**config.mk**
```make
export PLATFORM = sky130hd
export DESIGN_NAME = pipeline_ctrl
export DESIGN_NICKNAME = d
export VERILOG_FILES = /design/src/rtl/pipeline_ctrl.sv
export SDC_FILE = /design/constraint.sdc
export NUM_CORES = 1
export LEC_CHECK = 0
export CORE_MARGIN = 2
export CORE_UTILIZATION = 56
export CTS_BUF_LIST = sky130_fd_sc_hd__clkbuf_8
export DETAILED_ROUTE_END_ITERATION = 12
export DONT_BUFFER_PORTS = 1
export GPL_ROUTABILITY_DRIVEN = 0
export PLACE_DENSITY = 0.77
export RECOVER_POWER = 50
export SKIP_CTS_REPAIR_TIMING = 1
export SLEW_MARGIN = 20
export SYNTH_ARGS = -nofsm -noshare
export SYNTH_HDL_FRONTEND = slang
export SYNTH_SLANG_ARGS = --single-unit
```
**constraint.sdc**
```tcl
create_clock -name clk -period 3.5 [get_ports clk]
set_input_delay 0.7 -clock clk [delete_from_list [all_inputs] [get_ports clk]]
set_output_delay 0.7 -clock clk [all_outputs]
set_load 0.1 [all_outputs]
```
**src/rtl/pipeline_ctrl.sv**
```systemverilog
// Pipeline hazard controller: per-stage stall encoding, exception flush with
// PC redirect, and stall-episode length tracking with a sticky timeout flag.
module pipeline_ctrl (
  input  logic        clk,
  input  logic        rst,
  input  logic        stallreq_id,
  input  logic        stallreq_ex,
  input  logic        stallreq_mem,
  input  logic        excp_valid,
  input  logic [4:0]  excp_type,
  input  logic [31:0] cp0_epc,
  output logic [5:0]  stall,
  output logic        flush,
  output logic [31:0] new_pc,
  output logic [7:0]  stall_cycles,
  output logic        stall_timeout
);

  localparam logic [4:0]  EXC_ERET    = 5'h0E;
  localparam logic [31:0] EXC_VECTOR  = 32'h0000_0020;
  localparam logic [7:0]  CYCLES_MAX  = 8'hFF;

  typedef enum logic [1:0] {RUN, STALL, FLUSH} state_t;

  state_t state, state_nxt;

  logic       any_req;
  logic       enter_flush;
  logic       count_en;
  logic [7:0] cycles_inc;

  assign any_req = stallreq_id | stallreq_ex | stallreq_mem;

  always_ff @(posedge clk or posedge rst) begin
    if (rst) state <= RUN;
    else     state <= state_nxt;
  end

  always_comb begin
    state_nxt = state;
    unique case (state)
      RUN, STALL: begin
        if (excp_valid)   state_nxt = FLUSH;
        else if (any_req) state_nxt = STALL;
        else              state_nxt = RUN;
      end
      FLUSH:   state_nxt = RUN;
      default: state_nxt = RUN;
    endcase
  end

  // Hold masks are contiguous from the PC upward, so the register just above
  // the highest held stage always takes a bubble.
  always_comb begin
    stall = '0;
    if (!excp_valid && state != FLUSH) begin
      if (stallreq_mem)     stall = 6'b011111;
      else if (stallreq_ex) stall = 6'b001111;
      else if (stallreq_id) stall = 6'b000111;
    end
  end

  always_comb begin
    enter_flush = (state_nxt == FLUSH) && (state != FLUSH);
    count_en    = (state_nxt == STALL);
    cycles_inc  = (stall_cycles == CYCLES_MAX) ? CYCLES_MAX : stall_cycles + 8'd1;
  end

  always_ff @(posedge clk or posedge rst) begin
    if (rst) begin
      flush         <= 1'b0;
      new_pc        <= '0;
      stall_cycles  <= '0;
      stall_timeout <= 1'b0;
    end else begin
      flush <= enter_flush;
      if (enter_flush)
        new_pc <= (excp_type == EXC_ERET) ? cp0_epc : EXC_VECTOR;
      stall_cycles <= count_en ? cycles_inc : '0;
      if (count_en && cycles_inc == CYCLES_MAX)
        stall_timeout <= 1'b1;
    end
  end

endmodule

```
==> results of run 1 <==
[routing by layer]
layer	vias up	GRT usage (%)
met5	-	0
met4	0	9.32
met3	6	6.82
met2	65	33.0
met1	584	24.0
li1	515	-
[kinds of logic (layout without fill, tap and decap cells)]
| kind of cell | count (synthesis) | in the layout | synth area share (%) |
|---|---|---|---|
| xor gates and xnor gates | 3 | 3 | 1.46 |
| DFF | 44 | 44 | 61.2 |
| AOI/OAI and AO/OA | 44 | 44 | 20.2 |
| buffers and inverters | 20 | 29 | 6.88 |
| adders and majority gates | 1 | 1 | 0.695 |
| other | 1 | 1 | 0.208 |
| muxes | 1 | 1 | 0.556 |
| and+or+nand+nor | 24 | 24 | 8.90 |
[path summary, 6_finish.rpt]
kind,from,to,slack [ns],cells past startpoint
setup / recovery,stall_cycles[2]$_DFF_PP0_,stall_timeout$_DFFE_PP0P_,0.93,5
hold / removal,cp0_epc[7],new_pc[7]$_DFFE_PP0P_,0.54,1
setup reg to reg,stall_cycles[2]$_DFF_PP0_,stall_timeout$_DFFE_PP0P_,0.93,5
hold reg to reg,stall_cycles[3]$_DFF_PP0_,stall_cycles[3]$_DFF_PP0_,0.73,2
max in group asynchronous,rst,new_pc[1]$_DFFE_PP0P_,1.79,1
min in group asynchronous,rst,new_pc[23]$_DFFE_PP0P_,0.80,1
[sequential cells by signal, indices dropped and copies added, names as in the netlist]
name,count
stall_timeout,1
new_pc,32
stall_cycles,8
flush,1
state,2
[per-stage QoR]
stage | instances | utilization (%)
2_1_floorplan | 138 | -
3_3_place_gp | 183 | 61.6
3_5_place_dp | 183 | 61.6
4_1_cts | 191 | 64.7
5_1_grt | 191 | 64.3
6_report | 191 | 64.3
[report_power, final]
part | leakage [nW] | switching, mW | total [mW] | internal, mW
Clock | 0.0486 | 0.157 | 0.314 | 0.157
Combinational | 0.299 | 0.0760 | 0.0940 | 0.0181
Sequential | 0.597 | 0.0622 | 0.578 | 0.516
[layout by cell type (no fill, tap or decap), drive strengths merged, types with 2 or more instances in the layout]
| master | netlist | routed |
|---|---|---|
| a21oi | 7 | 7 |
| dfrtp | 44 | 44 |
| buf | 8 | 9 |
| nor3 | 2 | 2 |
| nor2 | 6 | 6 |
| inv | 9 | 10 |
| nand2 | 3 | 3 |
| nand3 | 4 | 4 |
| a22o | 31 | 31 |
| clkbuf | 3 | 9 |
| xnor2 | 2 | 2 |
[final cells by class]
class / instances / area share, %
repair buffers: 12 / 4.65
flip-flops and latches: 44 / 56.1
multi-input cells: 74 / 30.0
well taps: 44 / 2.80
clock inverters: 2 / 0.574
inverters: 9 / 1.72
clock buffers: 6 / 4.21
==> results.json, run 1 <==
{
  "ir_drop_mv": 0.346,
  "avgSynthCellArea_um2": 13.0,
  "root_buffer": "clkbuf_8",
  "synth_cell_types": 32,
  "setup_viol": 0,
  "cpLargestDelayFamily": "buffers and inverters",
  "vias": 1170,
  "tns_ns": 0,
  "clock.fmax_mhz": 390,
  "synth_edf_count": 0,
  "hpwlAfterDp_um": 2550,
  "clock_path_buffers": 2,
  "post_dp_cell_area_mm2": 0.00188,
  "synth.area.top_cells": "dfrtp_1, a22o_1, buf_6, a21oi_1, inv_1",
  "final_net_count": 190,
  "start_util_pct": 59.0,
  "synthCells": 138,
  "die_h_um": 60.7,
  "htree_num_levels": 2,
  "dr.max_layer_used": "met4",
  "yosys_most_used_dff": "dfrtp_1",
  "grt.overflow.total": 0,
  "crit_arrival_ns": 2.75,
  "max-cap-violations": 2,
  "multi_input_area_um2": 588,
  "syn_nets": 182,
  "port_buffers": 0,
  "yosysMostFrequentCell": "dfrtp_1",
  "dr.first_iter.drc_count": 65,
  "violations": "max-capacitance violations, max-slew violations",
  "slowest_stage": "clkbuf_1",
  "cp.required_ns": 3.68,
  "areaGrowthSynthToFinish_pct": 9.03,
  "cts_num_sinks": 44,
  "final_layout_size_suffix_gt1_share_pct": 17.0,
  "netlist.area_leader.share_pct": 61.2,
  "grt_pass1_vias": 1189,
  "antenna_found_initial": 0,
  "core_mm2": 0.00305,
  "clk_pin_slew_ns": 0.08,
  "cts_tree": "yes",
  "grtUsageTotal_pct": 20.1,
  "hold_ws_ns": 0.544,
  "grt_max_degree": 45,
  "io_pins": 91,
  "met2_length_um": 1840,
  "max_stage_delay_ns": 1.00,
  "total_power_mw": 0.987,
  "rows": 20,
  "max-slew-margin-rel_pct": -5.94,
  "start_kind": "register",
  "clk_latency_ns": 0.28,
  "n_antenna_cell": 0,
  "ys_seq_elements": 44,
  "tightest_slew_ns": 1.59,
  "hold_violations": 0,
  "fill_cells": 242,
  "dp_slack_ns": 1.15,
  "criticalPathCategory": "register to register",
  "path_cells": "clkbuf_1, and3_2, nand4_1, mux2i_1, o41ai_2",
  "seq_area_mm2": 0.00110,
  "wire_per_inst_um": 18.8,
  "critical_path_buf_inv_count": 1,
  "skew_ns": 0.00154,
  "yosysTopAreaCell": "dfrtp_1",
  "status": "finished with violations",
  "syn_area_mm2": 0.00180,
  "vias_per_cell": 6.13,
  "drc": 0,
  "die_w_um": 60.7,
  "dr.pass1.iters": 4,
  "finalWorstSetupSlack_ns": 0.935,
  "drv_slew": 80,
  "ys_warn_count": 0,
  "grt_pass1_wl_um": 5410,
  "antenna_left": 0,
  "rsz0062_at_grt": "false",
  "synthArstFlopShare_pct": 100,
  "cts_buffers": 5,
  "finalWirelength_um": 3590,
  "ys_top_cells_by_count": "dfrtp_1, a22o_1, inv_1, a21oi_1, nor2_1",
  "met1_length_um": 1430,
  "hold_path_class": "primary input to register",
  "wl_met3_um": 279,
  "die_area_mm2": 0.00368,
  "stdcell_area_mm2": 0.00196,
  "power_density_mw_per_mm2": 503,
  "endpoint_kind": "register",
  "cp_max_fo": 6,
  "timing.final.crit_share_pct": 73.3,
  "min_period_ns": 2.57,
  "p_leak_nw": 0.945,
  "yosysSeqAreaShare_pct": 61.2
}
(Power assumes the default switching activity.)
==> run 2, diff against run 1 <==
clock period = 2.7 ns   (was 3.5 ns; I/O delays follow)
==> results.json, run 2 (synthesis results as in run 1) <==
{
  "criticalPathCategory": "register to register",
  "tns_ns": 0,
  "skew_ns": 0.00763,
  "cp_max_fo": 33,
  "final_cell_mix": "dfrtp_1, a22o_1, buf_4, inv_1, a21oi_1",
  "grt.overflow.total": 0,
  "endpoint_kind": "register",
  "die_area_mm2": 0.00368,
  "crit_arrival_ns": 2.28,
  "worstSetupEndpoint": "new_pc[5]$_DFFE_PP0P_",
  "final_common_cell": "dfrtp_1",
  "clk_latency_ns": 0.28,
  "root_buffer": "clkbuf_8",
  "final_layout_size_suffix_gt1_share_pct": 18.2,
  "rows": 20,
  "vias": 1151,
  "hpwlAfterDp_um": 2660,
  "status": "finished with violations",
  "r2r_end": "new_pc[5]$_DFFE_PP0P_",
  "cts_num_sinks": 44,
  "grt_pass1_vias": 1144,
  "areaGrowthSynthToFinish_pct": 11.4,
  "cts_buffers": 5,
  "core_mm2": 0.00305,
  "htree_num_levels": 2,
  "min_period_ns": 2.12,
  "drc": 0,
  "finalWirelength_um": 3740,
  "stdcell_area_mm2": 0.00201,
  "dr.pass1.iters": 5,
  "violations": "max-capacitance violations, max-slew violations",
  "final_net_count": 192,
  "hold_violations": 0,
  "antenna_left": 0,
  "clk_pin_slew_ns": 0.08,
  "tightest_slew_ns": 1.58,
  "timing.final.crit_share_pct": 78.5,
  "start_kind": "register",
  "r2r_slack_ns": 0.58,
  "postLayoutCoreUtil_pct": 65.7,
  "setup_viol": 0,
  "ir_drop_mv": 0.481,
  "rsz0062_at_grt": "false",
  "io_pins": 91,
  "cts_tree": "yes",
  "vias_per_cell": 5.99,
  "start_util_pct": 59.0,
  "die_h_um": 60.7,
  "critPathLaunch": "state[1]$_DFF_PP0_",
  "clock.fmax_mhz": 472,
  "port_buffers": 0,
  "largest_reg_flops": 32,
  "power_density_mw_per_mm2": 718,
  "r2r_start": "state[1]$_DFF_PP0_",
  "grt_max_degree": 45,
  "reg2reg_depth": 5,
  "antenna_found_initial": 0,
  "die_w_um": 60.7,
  "max-slew-margin-rel_pct": -5.12,
  "top_regs": "new_pc: 32 flops, stall_cycles: 8 flops, state: 2 flops",
  "drv_slew": 45,
  "hold_path_class": "primary input to register",
  "grt_pass1_wl_um": 5490,
  "max-cap-violations": 1,
  "wire_per_inst_um": 19.5,
  "cp.required_ns": 2.86,
  "grtUsageTotal_pct": 20.6,
  "n_antenna_cell": 0,
  "post_dp_cell_area_mm2": 0.00190,
  "clock_path_buffers": 2,
  "top_register": "new_pc",
  "dr.first_iter.drc_count": 99,
  "p_leak_nw": 0.979
}
[run 2: through the flow]
stage / power, mW / hold WS, ns / std cells / worst slack, ns
5_1_grt: 1.48 / 0.372 / 192 / 0.373
3_5_place_dp: 0.888 / 0.532 / 185 / 0.917
6_report: 1.44 / 0.381 / 192 / 0.580
3_3_place_gp: 0.884 / 0.512 / 185 / 0.968
2_1_floorplan: 0.867 / 0.632 / 138 / 0.182
4_1_cts: 1.46 / 0.336 / 192 / 0.770
[run 2: power by group]
group          switching, mW  internal, mW
registers             0.0725         0.670
clock network          0.203         0.364
logic                  0.107        0.0245
[run 2: final cells by class]
type / instances / area (um^2)
Tap cell: 44 / 55.1
Clock inverter: 2 / 60.1
Timing Repair Buffer: 14 / 114
Clock buffer: 5 / 68.8
Fill cell: 250 / 1050
Sequential cell: 44 / 1100
Inverter: 9 / 33.8
Multi-Input combinational cell: 74 / 573
[run 2: worst min path at each step]
stage                                   start                         to  cells after the start
floorplan                  state[1]$_DFF_PP0_  stall_cycles[0]$_DFF_PP0_                      3
global placement    stall_cycles[0]$_DFF_PP0_  stall_cycles[0]$_DFF_PP0_                      1
detailed placement  stall_cycles[0]$_DFF_PP0_  stall_cycles[0]$_DFF_PP0_                      1
CTS                                       rst  stall_cycles[4]$_DFF_PP0_                      1
global route                      cp0_epc[10]     new_pc[10]$_DFFE_PP0P_                      1
finish                            cp0_epc[29]     new_pc[29]$_DFFE_PP0P_                      1
[run 2: metal layers]
| layer | track usage [%] | vias up | share of wire [%] |
|---|---|---|---|
| li1 | - | 515 | - |
| met1 | 25.2 | 571 | 38 |
| met2 | 33.3 | 61 | 53 |
| met3 | 7.04 | 4 | 7.6 |
| met4 | 9.01 | 0 | 1.4 |
| met5 | 0 | - | 0 |
[run 2: critical path: stages, from the launching register on]
cell and delay (ns):
dfrtp_1 0.37, nand2b_1 0.21, clkbuf_1 1.04, inv_1 0.17
nor2_1 0.15, a21oi_1 0.05
==> run 3, diff against run 2 <==
clock period = 2 ns   (was 2.7 ns; I/O delays follow)
==> results.json, run 3 (synthesis results as in run 1) <==
{
  "hold_violations": 0,
  "drc": 0,
  "final_common_cell": "dfrtp_1",
  "dr.pass1.iters": 4,
  "grt_pass1_vias": 1294,
  "clock.fmax_mhz": 564,
  "stdcell_area_mm2": 0.00223,
  "intPower_mw": 1.32,
  "max-slew-margin-rel_pct": 30.9,
  "final_cell_mix": "dfrtp_1, buf_4, a22o_1, clkbuf_2, inv_1",
  "setup_viol": 0,
  "combPwrFrac_pct": 15.1,
  "antenna_found_initial": 0,
  "clk_latency_ns": 0.28,
  "criticalPathCategory": "register to register",
  "min_period_ns": 1.77,
  "core_mm2": 0.00305,
  "p_leak_nw": 1.14,
  "p_sw_share_pct": 28.6,
  "dp_cells": 222,
  "final_net_count": 229,
  "clock_path_buffers": 2,
  "max-cap-violations": 0,
  "die_h_um": 60.7,
  "top_regs": "new_pc: 32 flops, stall_cycles: 8 flops, state: 2 flops",
  "post_dp_cell_area_mm2": 0.00219,
  "stdcell_count": 230,
  "final_layout_size_suffix_gt1_share_pct": 37.1,
  "tightest_slew_ns": 1.04,
  "cts_num_sinks": 44,
  "drv_slew": 0,
  "rsz0062_at_grt": "false",
  "vias": 1288,
  "hpwlAfterDp_um": 2940,
  "crit_arrival_ns": 1.96,
  "cts_buffers": 5,
  "vias_per_cell": 5.60,
  "grt_max_degree": 45,
  "start_kind": "register",
  "p_switching_mw": 0.529,
  "hold_path_class": "primary input to register",
  "wire_per_inst_um": 16.6,
  "endpoint_kind": "register",
  "dr.first_iter.drc_count": 76,
  "status": "complete, no violations",
  "top_register": "new_pc",
  "die_area_mm2": 0.00368,
  "start_util_pct": 59.0,
  "port_buffers": 0,
  "cts_tree": "yes",
  "grtUsageTotal_pct": 21.6,
  "largest_reg_flops": 32,
  "antenna_left": 0,
  "p_clk_share_pct": 35.4,
  "die_w_um": 60.7,
  "finalWirelength_um": 3820,
  "grt.overflow.total": 0,
  "areaGrowthSynthToFinish_pct": 23.8,
  "grt_pass1_wl_um": 5740,
  "n_antenna_cell": 0,
  "ir_drop_mv": 0.580,
  "clk_pin_slew_ns": 0.08,
  "p_seq_share_pct": 49.5,
  "grtUsageMet1_pct": 22.5,
  "timing.final.crit_share_pct": 88.7,
  "cp.required_ns": 2.18,
  "busiest_layer": "met2",
  "postLayoutCoreUtil_pct": 73.0,
  "use_met2_pct": 39.8,
  "cp_max_fo": 6,
  "root_buffer": "clkbuf_8",
  "rows": 20,
  "met3_usage_pct": 7.04,
  "htree_num_levels": 2,
  "skew_ns": 0.00705,
  "io_pins": 91,
  "power_density_mw_per_mm2": 830
}
run 3: through the flow:
stage                     hold WS, ns  setup TNS [ns]  worst slack, ns  power, mW
after floorplan                 0.522          -0.937           -0.238       1.17
after global placement          0.340               0            0.465       1.22
after detailed placement        0.343               0            0.344       1.23
after CTS                      0.0352               0            0.213       1.88
after global routing            0.227               0            0.120       1.92
final                           0.241               0            0.227       1.85
run 3: layout make-up:
type,count,area (um^2)
Sequential cell,44,1110
Fill cell,257,825
Multi-Input combinational cell,74,573
Timing Repair Buffer,51,348
Clock buffer,5,68.8
Tap cell,44,55.1
Clock inverter,3,42.5
Inverter,9,33.8
run 3: final timing paths:
| path | start | end | slack, ns | cells after the start |
|---|---|---|---|---|
| max in group asynchronous | rst | stall_cycles[6]$_DFF_PP0_ | 0.98 | 2 |
| hold / removal | cp0_epc[5] | new_pc[5]$_DFFE_PP0P_ | 0.24 | 2 |
| hold reg to reg | stall_cycles[0]$_DFF_PP0_ | stall_cycles[0]$_DFF_PP0_ | 0.50 | 1 |
| setup / recovery | stall_cycles[0]$_DFF_PP0_ | stall_timeout$_DFFE_PP0P_ | 0.23 | 5 |
| setup reg to reg | stall_cycles[0]$_DFF_PP0_ | stall_timeout$_DFFE_PP0P_ | 0.23 | 5 |
| min in group asynchronous | rst | new_pc[31]$_DFFE_PP0P_ | 0.32 | 2 |
run 3: power by group through the flow:
stage                     Sequential [mW]  Clock (mW)  Combinational (mW)
after floorplan                      1.04           0               0.133
final                               0.915       0.655               0.280
after CTS                           0.915       0.674               0.292
after detailed placement            0.933           0               0.292
after global placement              0.932           0               0.287
after global routing                0.917       0.709               0.293
run 3: layer usage:
| layer | part of all wire, % | routed length [um] |
|---|---|---|
| met4 | 0.92 | 35 |
| met5 | 0 | 0 |
| met1 | 36 | 1360 |
| met2 | 55 | 2110 |
| met3 | 8.1 | 311 |
run 3: critical path, cell delays in order (launching register included):
cell and delay, ns:
dfrtp_2 0.40, ha_1 0.25, and4_1 0.30, nand3_1 0.23, o41a_1 0.21, o41ai_2 0.28
